==> src/rtl/risc_datapath_if.sv <==
// Memory bus between risc_datapath (master) and the single-port 32x8
// program/data memory (slave, asynchronous read).
interface risc_datapath_if;
    logic [4:0] mem_addr_o;
    logic [7:0] mem_rdata_i;
    logic [7:0] mem_wdata_o;
    logic       mem_rd_o;
    logic       mem_wr_o;

    modport master (
        output mem_addr_o, mem_wdata_o, mem_rd_o, mem_wr_o,
        input  mem_rdata_i
    );

    modport slave (
        input  mem_addr_o, mem_wdata_o, mem_rd_o, mem_wr_o,
        output mem_rdata_i
    );
endinterface

==> src/rtl/risc_datapath.sv <==
// Accumulator RISC datapath: PC, IR, AC, ALU, address mux and halt latch.
// Optional build macro DP_ACC_SAT_EN makes ADD saturate at 8'hFF instead of wrapping.
module risc_datapath (
    input  logic        clk,
    input  logic        rst,
    input  logic        mem_rd,
    input  logic        load_ir,
    input  logic        halt,
    input  logic        inc_pc,
    input  logic        load_ac,
    input  logic        load_pc,
    input  logic        mem_wr,
    output logic [2:0]  opcode,
    output logic        zero,
    output logic [4:0]  pc_o,
    output logic [7:0]  ac_o,
    output logic        halted_o,
    risc_datapath_if.master mem
);
    localparam logic [2:0] OP_ADD = 3'd2;
    localparam logic [2:0] OP_AND = 3'd3;
    localparam logic [2:0] OP_XOR = 3'd4;
    localparam logic [2:0] OP_LDA = 3'd5;

    logic [4:0] pc;
    logic [7:0] ir;
    logic [7:0] ac;
    logic [2:0] phase;
    logic       load_ac_q;
    logic [7:0] alu_result;
    logic [7:0] add_result;

`ifdef DP_ACC_SAT_EN
    logic [8:0] add_sum;
    assign add_sum    = {1'b0, ac} + {1'b0, mem.mem_rdata_i};
    assign add_result = add_sum[8] ? 8'hFF : add_sum[7:0];
`else
    assign add_result = ac + mem.mem_rdata_i;
`endif

    // NOTE: alu_result gets a default before the case so no opcode can infer a latch.
    always_comb begin
        alu_result = ac;
        case (opcode)
            OP_ADD:  alu_result = add_result;
            OP_AND:  alu_result = ac & mem.mem_rdata_i;
            OP_XOR:  alu_result = ac ^ mem.mem_rdata_i;
            OP_LDA:  alu_result = mem.mem_rdata_i;
            default: alu_result = ac;
        endcase
    end

    // NOTE: state uses non-blocking assignments; rst is sampled on the clock edge only.
    always_ff @(posedge clk) begin
        if (rst) begin
            pc        <= 5'd0;
            ir        <= 8'd0;
            ac        <= 8'd0;
            phase     <= 3'd0;
            load_ac_q <= 1'b0;
            halted_o  <= 1'b0;
        end else begin
            if (halt)
                halted_o <= 1'b1;
            if (!halted_o) begin
                phase     <= phase + 3'd1;
                load_ac_q <= load_ac;
                if (load_ir)
                    ir <= mem.mem_rdata_i;
                // Only the first cycle of a load_ac run commits, so the ALU op is applied once.
                if (load_ac && !load_ac_q)
                    ac <= alu_result;
                if (!halt) begin
                    if (load_pc)
                        pc <= ir[4:0];
                    else if (inc_pc)
                        pc <= pc + 5'd1;
                end
            end
        end
    end

    assign opcode          = ir[7:5];
    assign zero            = (ac == 8'd0);
    assign pc_o            = pc;
    assign ac_o            = ac;
    assign mem.mem_addr_o  = phase[2] ? ir[4:0] : pc;
    assign mem.mem_wdata_o = ac;
    assign mem.mem_rd_o    = mem_rd & ~halted_o;
    assign mem.mem_wr_o    = mem_wr & ~halted_o;
endmodule

==> src/flat_wrapper.sv <==
// flat-port wrapper written by rule: the top's interface ports become plain ports
module risc_datapath_flat 
  (clk, rst, mem_rd, load_ir, halt, inc_pc, load_ac, load_pc, mem_wr, opcode, zero, pc_o, ac_o, halted_o, mem_mem_addr_o, mem_mem_wdata_o, mem_mem_rd_o, mem_mem_wr_o, mem_mem_rdata_i);
  risc_datapath_if mem_i ();
  input  logic clk;
  input  logic rst;
  input  logic mem_rd;
  input  logic load_ir;
  input  logic halt;
  input  logic inc_pc;
  input  logic load_ac;
  input  logic load_pc;
  input  logic mem_wr;
  output logic [2:0] opcode;
  output logic zero;
  output logic [4:0] pc_o;
  output logic [7:0] ac_o;
  output logic halted_o;
  output wire logic [$bits(mem_i.mem_addr_o)-1:0] mem_mem_addr_o;
  output wire logic [$bits(mem_i.mem_wdata_o)-1:0] mem_mem_wdata_o;
  output wire logic [$bits(mem_i.mem_rd_o)-1:0] mem_mem_rd_o;
  output wire logic [$bits(mem_i.mem_wr_o)-1:0] mem_mem_wr_o;
  input wire logic [$bits(mem_i.mem_rdata_i)-1:0] mem_mem_rdata_i;
  assign mem_mem_addr_o = mem_i.mem_addr_o;
  assign mem_mem_wdata_o = mem_i.mem_wdata_o;
  assign mem_mem_rd_o = mem_i.mem_rd_o;
  assign mem_mem_wr_o = mem_i.mem_wr_o;
  assign mem_i.mem_rdata_i = mem_mem_rdata_i;
  risc_datapath u_core (.clk(clk), .rst(rst), .mem_rd(mem_rd), .load_ir(load_ir), .halt(halt), .inc_pc(inc_pc), .load_ac(load_ac), .load_pc(load_pc), .mem_wr(mem_wr), .opcode(opcode), .zero(zero), .pc_o(pc_o), .ac_o(ac_o), .halted_o(halted_o), .mem(mem_i));
endmodule
==> config.mk <==
export PLATFORM = sky130hd
export DESIGN_NAME = risc_datapath_flat
export DESIGN_NICKNAME = d
export VERILOG_FILES = /design/src/rtl/risc_datapath_if.sv /design/src/rtl/risc_datapath.sv /design/src/flat_wrapper.sv
export SDC_FILE = /design/constraint.sdc
export NUM_CORES = 1
export LEC_CHECK = 0
export CAP_MARGIN = 20
export CORE_MARGIN = 2
export CORE_UTILIZATION = 60
export CTS_BUF_LIST = sky130_fd_sc_hd__clkbuf_2 sky130_fd_sc_hd__clkbuf_4 sky130_fd_sc_hd__clkbuf_8
export CTS_CLUSTER_DIAMETER = 80
export DETAILED_ROUTE_END_ITERATION = 8
export DONT_BUFFER_PORTS = 1
export GPL_ROUTABILITY_DRIVEN = 0
export PLACE_DENSITY = 0.76
export REMOVE_ABC_BUFFERS = 1
export SLEW_MARGIN = 25
export SYNTH_ARGS = -nofsm -noshare
export SYNTH_HDL_FRONTEND = slang
export SYNTH_SLANG_ARGS = --single-unit
==> constraint.sdc <==
create_clock -name clk -period 2.56 [get_ports clk]
set_input_delay 0.256 -clock clk [delete_from_list [all_inputs] [get_ports clk]]
set_output_delay 0.256 -clock clk [all_outputs]
set_load 0.05 [all_outputs]
[After elaboration in Yosys (flattened, before gate mapping)]
Index checks and enable logic that the tools add are counted.
Word-level totals
  register bits after elaboration: 26
  input port bits: 17
  output and inout bits: 33
  logic and storage cells: 31
Operators by class
  $add $sub $neg: 3
  mux-type cells: 4
  reductions and logical operators: 8
  bitwise operators: 6
  equal/unequal tests: 4
Operator list (count)
  8-bit case mux with 4 select lines: 1
  5-bit 2-to-1 mux: 3
  8-bit adder: 1
  8-bit AND: 1
  8-bit logical NOT: 1
  8-bit XOR: 1
  3-bit by 2-bit == test with 1-bit output, second input constant: 2
  3-bit == test, second input constant: 2
  3-bit AND reduction: 2
  5-bit by 1-bit adder with 5-bit output, second input constant: 1
  4-bit nonzero test: 1
  3-bit by 1-bit adder with 3-bit output, second input constant: 1
  1-bit AND: 2
  1-bit inverter: 2
  2-bit AND reduction: 1
  2-bit nonzero test: 1
  1-bit logical AND: 1
  1-bit logical NOT: 1

[Longest topological paths before layout]
  word-level depth: 3
  mapped depth: 8
  gate-level depth less buffers: 8

[Worst setup path after synthesis]
No wires, ideal clock.
  kind: register -> register
  from: register u_core.ac[0], in the netlist u_core.ac_o[0]
  to: register u_core.ac[4], in the netlist u_core.ac_o[4]
  path buffers: 0
  path slack: 384 ps
  setup time: 101 ps
  stages on the path, launching flop included: 9
  data arrival time: 2075 ps
  required time: 2459 ps
  clock period less this slack: 2176 ps
  path through: dfxtp_1 ha_1 inv_1 fa_1 nor2b_1 o21a_1 o21a_1 o21ai_0 o41ai_1
Between the ends
  longest elaborated chain between the ends: 2
Ends and longest elaborated chain
  start, declared: line risc_datapath.sv:27  | logic [7:0] ac;
  start signal, assigned: line risc_datapath.sv:72  | ac <= alu_result;
  8-bit adder: line risc_datapath.sv:38  | assign add_result = ac + mem.mem_rdata_i;
  8-bit case mux with 4 select lines: line risc_datapath.sv:44  | case (opcode)
Every way passes these cells.
A chain may end at the register's enable or synchronous reset.

[Worst setup path in the final report]
  from: register u_core.ac[2], in the netlist u_core.ac_o[2]
  to: output port zero
Between the ends
  longest elaborated chain between the ends: 1
Ends and longest elaborated chain
  8-bit logical NOT: line risc_datapath.sv:84  | assign zero = (ac == 8'd0);
  end, declared: line flat_wrapper.sv:15  | output logic zero;
Every way passes these cells.

==> results by group <==
Logic synthesis
  – Area share of the leading cell type in the synthesized netlist: between 20% and 30%
  – Cell area after synthesis: between 0.0015 and 0.002 mm^2
  – Fraction of registers with async set or reset after synthesis: 0%
  – Yosys reg bits: 26
  – Sequential element share of the synthesized area: 29.67%
  – Top FF cell, synth: sky130_fd_sc_hd__dfxtp_1
  – Synthesized netlist cell count: 210
  – Number of warnings issued by yosys: 0
  – Count of flip-flops with a built-in enable after synthesis: 0
  – Most area-consuming cells after synthesis: sky130_fd_sc_hd__dfxtp_1 30%, sky130_fd_sc_hd__ha_1 7.1%, sky130_fd_sc_hd__mux2i_1 6.3%
  – Cell type contributing the most total cell area after synthesis: sky130_fd_sc_hd__dfxtp_1
  – Average cell area after synthesis: 8.353 um^2
  – Cell variety after synth: between 40 and 50

Cells and area
  – Area of the multi-input gates: about 0.0011 mm^2
  – Share of cells above drive strength 1: between 10% and 20%
  – Final antenna diode count: 0
  – Combined flip-flop and latch cell area: 520.5 um^2
  – Count of fill cells added during filler insertion: 245
  – Final core area utilization: approximately two thirds
  – Non-filler instance count after layout: 241
  – Synthesis-to-finish area growth: 5.849%
  – Summed area of non-filler cells in the final layout: around 0.0019 mm^2
  – Number of nets in the final layout: around 240

Floorplanning
  – Total core area: between 0.002 and 0.003 mm^2
  – I/O pin cnt: 50
  – Starting density of the core: 63.61%
  – Die area: 0.003372 mm^2
  – DIE WIDTH: 58.07 um
  – Row count: 19
  – Die outline height: ~58 um

STA
  – Count of endpoints failing setup in the final report: 0
  – Post-layout minimum cycle time: ~2000 ps
  – Number of hold violations in the final report: 0
  – Max-slew headroom at the worst pin: a little under half
  – Worst slew pin tran: around 800 ps
  – Worst Skew: 14.87 ps
  – Final worst slack: about 500 ps
  – Fraction of the cycle the final worst path needs: 80.31%
  – Max Freq: 486.4 MHz
  – Setup TNS Final: 0 ps
  – RSZ-0062 raised after global routing: no
  – Slew Viols, Final: 0

Hold path
  – Hold depth: 2
  – Worst Hold Path EP: u_core.ir[3]
  – Hold Crit Class: in -> reg
  – Hold path startpoint: mem_mem_rdata_i[3]

Critical path
  – RR Startpoint: u_core.ac_o[0]
  – Worst setup SP type: register
  – FF-to-FF path depth: 8
  – Critical Path, Cell by Cell: buf_4, or4_1, nor2_1, buf_4
  – CP max stage cell: sky130_fd_sc_hd__or4_1
  – Register-to-register setup slack: approximately 610 ps
  – Maximum cell stage delay along the critical path: between 500 and 600 ps
  – CP Buf/Inv Count: 2
  – CP required: around 2300 ps
  – Cell type with the highest occurrence count on the critical path: sky130_fd_sc_hd__buf_4
  – CP Data Arrival Time: between 1500 and 2000 ps
  – Maximum fanout along the worst path: 4
  – Worst setup path class: reg -> out
  – Type of destination of the critical path: primary output
  – Endpoint of the worst register-to-register path: u_core.ac_o[4]
  – Dominant delay contributor by cell family on the critical path: simple AND/OR/NAND/NOR gates

Pwr
  – Worst IR Drop VDD: around 0.42 mV
  – Share of total power consumed by net switching: around 36%
  – Relative contribution of combinational cells to total power: 29.2%
  – Switching power summed over all nets: 0.0003808 W
  – Part of the power in the clock network: between 20% and 30%
  – Leak: between 0.7 and 0.8 nW
  – Power density over the cells: between 500 and 600 mW/mm^2
  – Int Power: about 0.0007 W
  – Sequential share of power: a little over two fifths

Placed design
  – Hpwl dp: 3.235 mm
  – Placed standard-cell area: 0.001794 mm^2
  – Post-Place Setup Slack: just over 700 ps
  – Placed cells: approximately 240
  – Total of buffers placed on input and output ports: 0

Global route
  – Overall Global Routing Usage: roughly 28%
  – Initial antenna violation count: 0
  – Maximum number of pins on one net before global-route repair: 22
  – Number of global-route vias before repair: 1,603
  – Wire length of the first global-routing pass: approximately 7.2 mm
  – Grt ovf: 0

Clock tree
  – Clock-pin slew of the registers on the worst-case setup and hold paths: 160 ps
  – Total setup buffers inserted after CTS: 0
  – Clock Tree Buf Depth: 2
  – Hold_buf cts: 1
  – Number of cells upsized or downsized after cts: 0
  – H-tree depth: 1
  – Inserted Clock Buffers: 3
  – Buffer cell driving the clock tree root: sky130_fd_sc_hd__clkbuf_4
  – Clock latency of the later-clocked register in the worst-skew pair: around 350 ps
  – TritonCTS clock tree: yes
  – TritonCTS Sinks: 26

Detailed routing
  – Number of design rule violations left after detail routing: 0
  – Detailed Routing Iterations Pass 1: 4
  – Number of routed nets with antenna violations: 0
  – Number of DRC markers in iteration 0: between 100 and 150
  – Via count: ~1,700
  – Final wirelength: ~4.5 mm
  – Average routed wire per standard cell: between 15 and 20 um
  – Via density per instance: roughly 6.9

Status
  – Run status: finished clean

Run
  – Maximum capacitance violations: 0
-- power groups by stage --
stage | Combinational [W] | Clock (W) | Sequential (W)
2_1_floorplan | 0.000167 | 0 | 0.000532
3_3_place_gp | 0.000293 | 0 | 0.000466
3_5_place_dp | 0.000302 | 0 | 0.000467
4_1_cts | 0.000310 | 0.000294 | 0.000458
5_1_grt | 0.000335 | 0.000307 | 0.000463
6_report | 0.000313 | 0.000297 | 0.000459
-- cell usage in the layout, fill, tap and decap left out, types with 4 or more instances in the layout --
| master | count |
|---|---|
| sky130_fd_sc_hd__inv_1 | 6 |
| sky130_fd_sc_hd__nor2_1 | 23 |
| sky130_fd_sc_hd__nand3_1 | 4 |
| sky130_fd_sc_hd__dfxtp_1 | 26 |
| sky130_fd_sc_hd__or3_1 | 4 |
| sky130_fd_sc_hd__a31oi_1 | 9 |
| sky130_fd_sc_hd__mux2_2 | 5 |
| sky130_fd_sc_hd__nor2b_1 | 6 |
| sky130_fd_sc_hd__o21ai_0 | 16 |
| sky130_fd_sc_hd__a211oi_1 | 4 |
| sky130_fd_sc_hd__buf_4 | 18 |
| sky130_fd_sc_hd__nand2_1 | 8 |
| sky130_fd_sc_hd__a22oi_1 | 4 |
| sky130_fd_sc_hd__ha_1 | 10 |
| sky130_fd_sc_hd__a21oi_1 | 12 |
| sky130_fd_sc_hd__mux2i_1 | 11 |
-- kinds of logic (layout without fill, tap and decap cells) --
family,Yosys count,in the layout,share of synthesized area [%]
buffers and inverters,29,29,8.916
XOR/XNOR,3,3,1.498
AND/OR/NAND/NOR,56,56,15.98
adder cells (fa/ha/maj),11,11,8.274
AO/OA/AOI/OAI,69,69,26.18
flip-flops,26,26,29.67
multiplexers,16,16,9.486
-- registers in the layout, indices dropped and copies added (netlist names) --
signal,cells
u_core.phase,3
u_core.halted_o,1
u_core.load_ac_q,1
u_core.ac_o,8
u_core.ir,8
u_core.pc_o,5
-- stage by stage --
stage                     hold WS, ps  total power (W)
final                           50.04         0.001069
after CTS                       61.73         0.001062
after global routing            57.71         0.001105
after global placement          328.1        0.0007583
after detailed placement        331.0        0.0007695
after floorplan                 325.1        0.0006993
-- Yosys cell counts, types with 2 or more instances --
master / count
sky130_fd_sc_hd__a221o_1: 2
sky130_fd_sc_hd__nand2_1: 8
sky130_fd_sc_hd__o21a_1: 3
sky130_fd_sc_hd__or4_1: 2
sky130_fd_sc_hd__xnor2_1: 2
sky130_fd_sc_hd__nor2b_1: 6
sky130_fd_sc_hd__o31ai_1: 3
sky130_fd_sc_hd__a211oi_1: 4
sky130_fd_sc_hd__mux2i_1: 11
sky130_fd_sc_hd__or3_1: 4
sky130_fd_sc_hd__buf_4: 12
sky130_fd_sc_hd__o21ai_0: 16
sky130_fd_sc_hd__buf_2: 2
sky130_fd_sc_hd__o211ai_1: 2
sky130_fd_sc_hd__nand2b_1: 2
sky130_fd_sc_hd__a22oi_1: 4
sky130_fd_sc_hd__a31oi_1: 9
sky130_fd_sc_hd__mux2_2: 5
sky130_fd_sc_hd__dfxtp_1: 26
sky130_fd_sc_hd__ha_1: 10
sky130_fd_sc_hd__clkbuf_1: 8
sky130_fd_sc_hd__inv_1: 6
sky130_fd_sc_hd__a22o_1: 3
sky130_fd_sc_hd__o221ai_1: 2
sky130_fd_sc_hd__nand3_1: 4
sky130_fd_sc_hd__a21oi_1: 12
sky130_fd_sc_hd__a21o_1: 3
sky130_fd_sc_hd__nor2_1: 23
-- metal layers --
metal	global-route usage, %	share of wire, %	vias to the layer above
met3	4.911	9.0	14
met1	35.41	43	792
li1	-	-	763
met5	0	0	-
met2	45.62	46	92
met4	13.29	2.3	0
-- layout make-up --
cell class / instances / share of cell area, %
clock buffers: 3 / 1.213
clock inverters: 1 / 1.617
inverters: 6 / 1.213
multi-input cells: 155 / 58.02
flip-flops and latches: 26 / 28.03
well taps: 31 / 2.089
repair buffers: 19 / 7.817
-- worst max-delay path by stage --
stage	start	end	slack [ps]	cells past startpoint
floorplan	u_core.ac_o[0]	u_core.ac_o[4]	30	8
global placement	u_core.ac_o[0]	u_core.ac_o[6]	760	8
detailed placement	u_core.ac_o[0]	u_core.ac_o[4]	710	8
CTS	u_core.ac_o[2]	zero	510	4
global route	u_core.ac_o[0]	u_core.ac_o[4]	430	8
finish	u_core.ac_o[2]	zero	500	4
(Power assumes the default switching activity.)
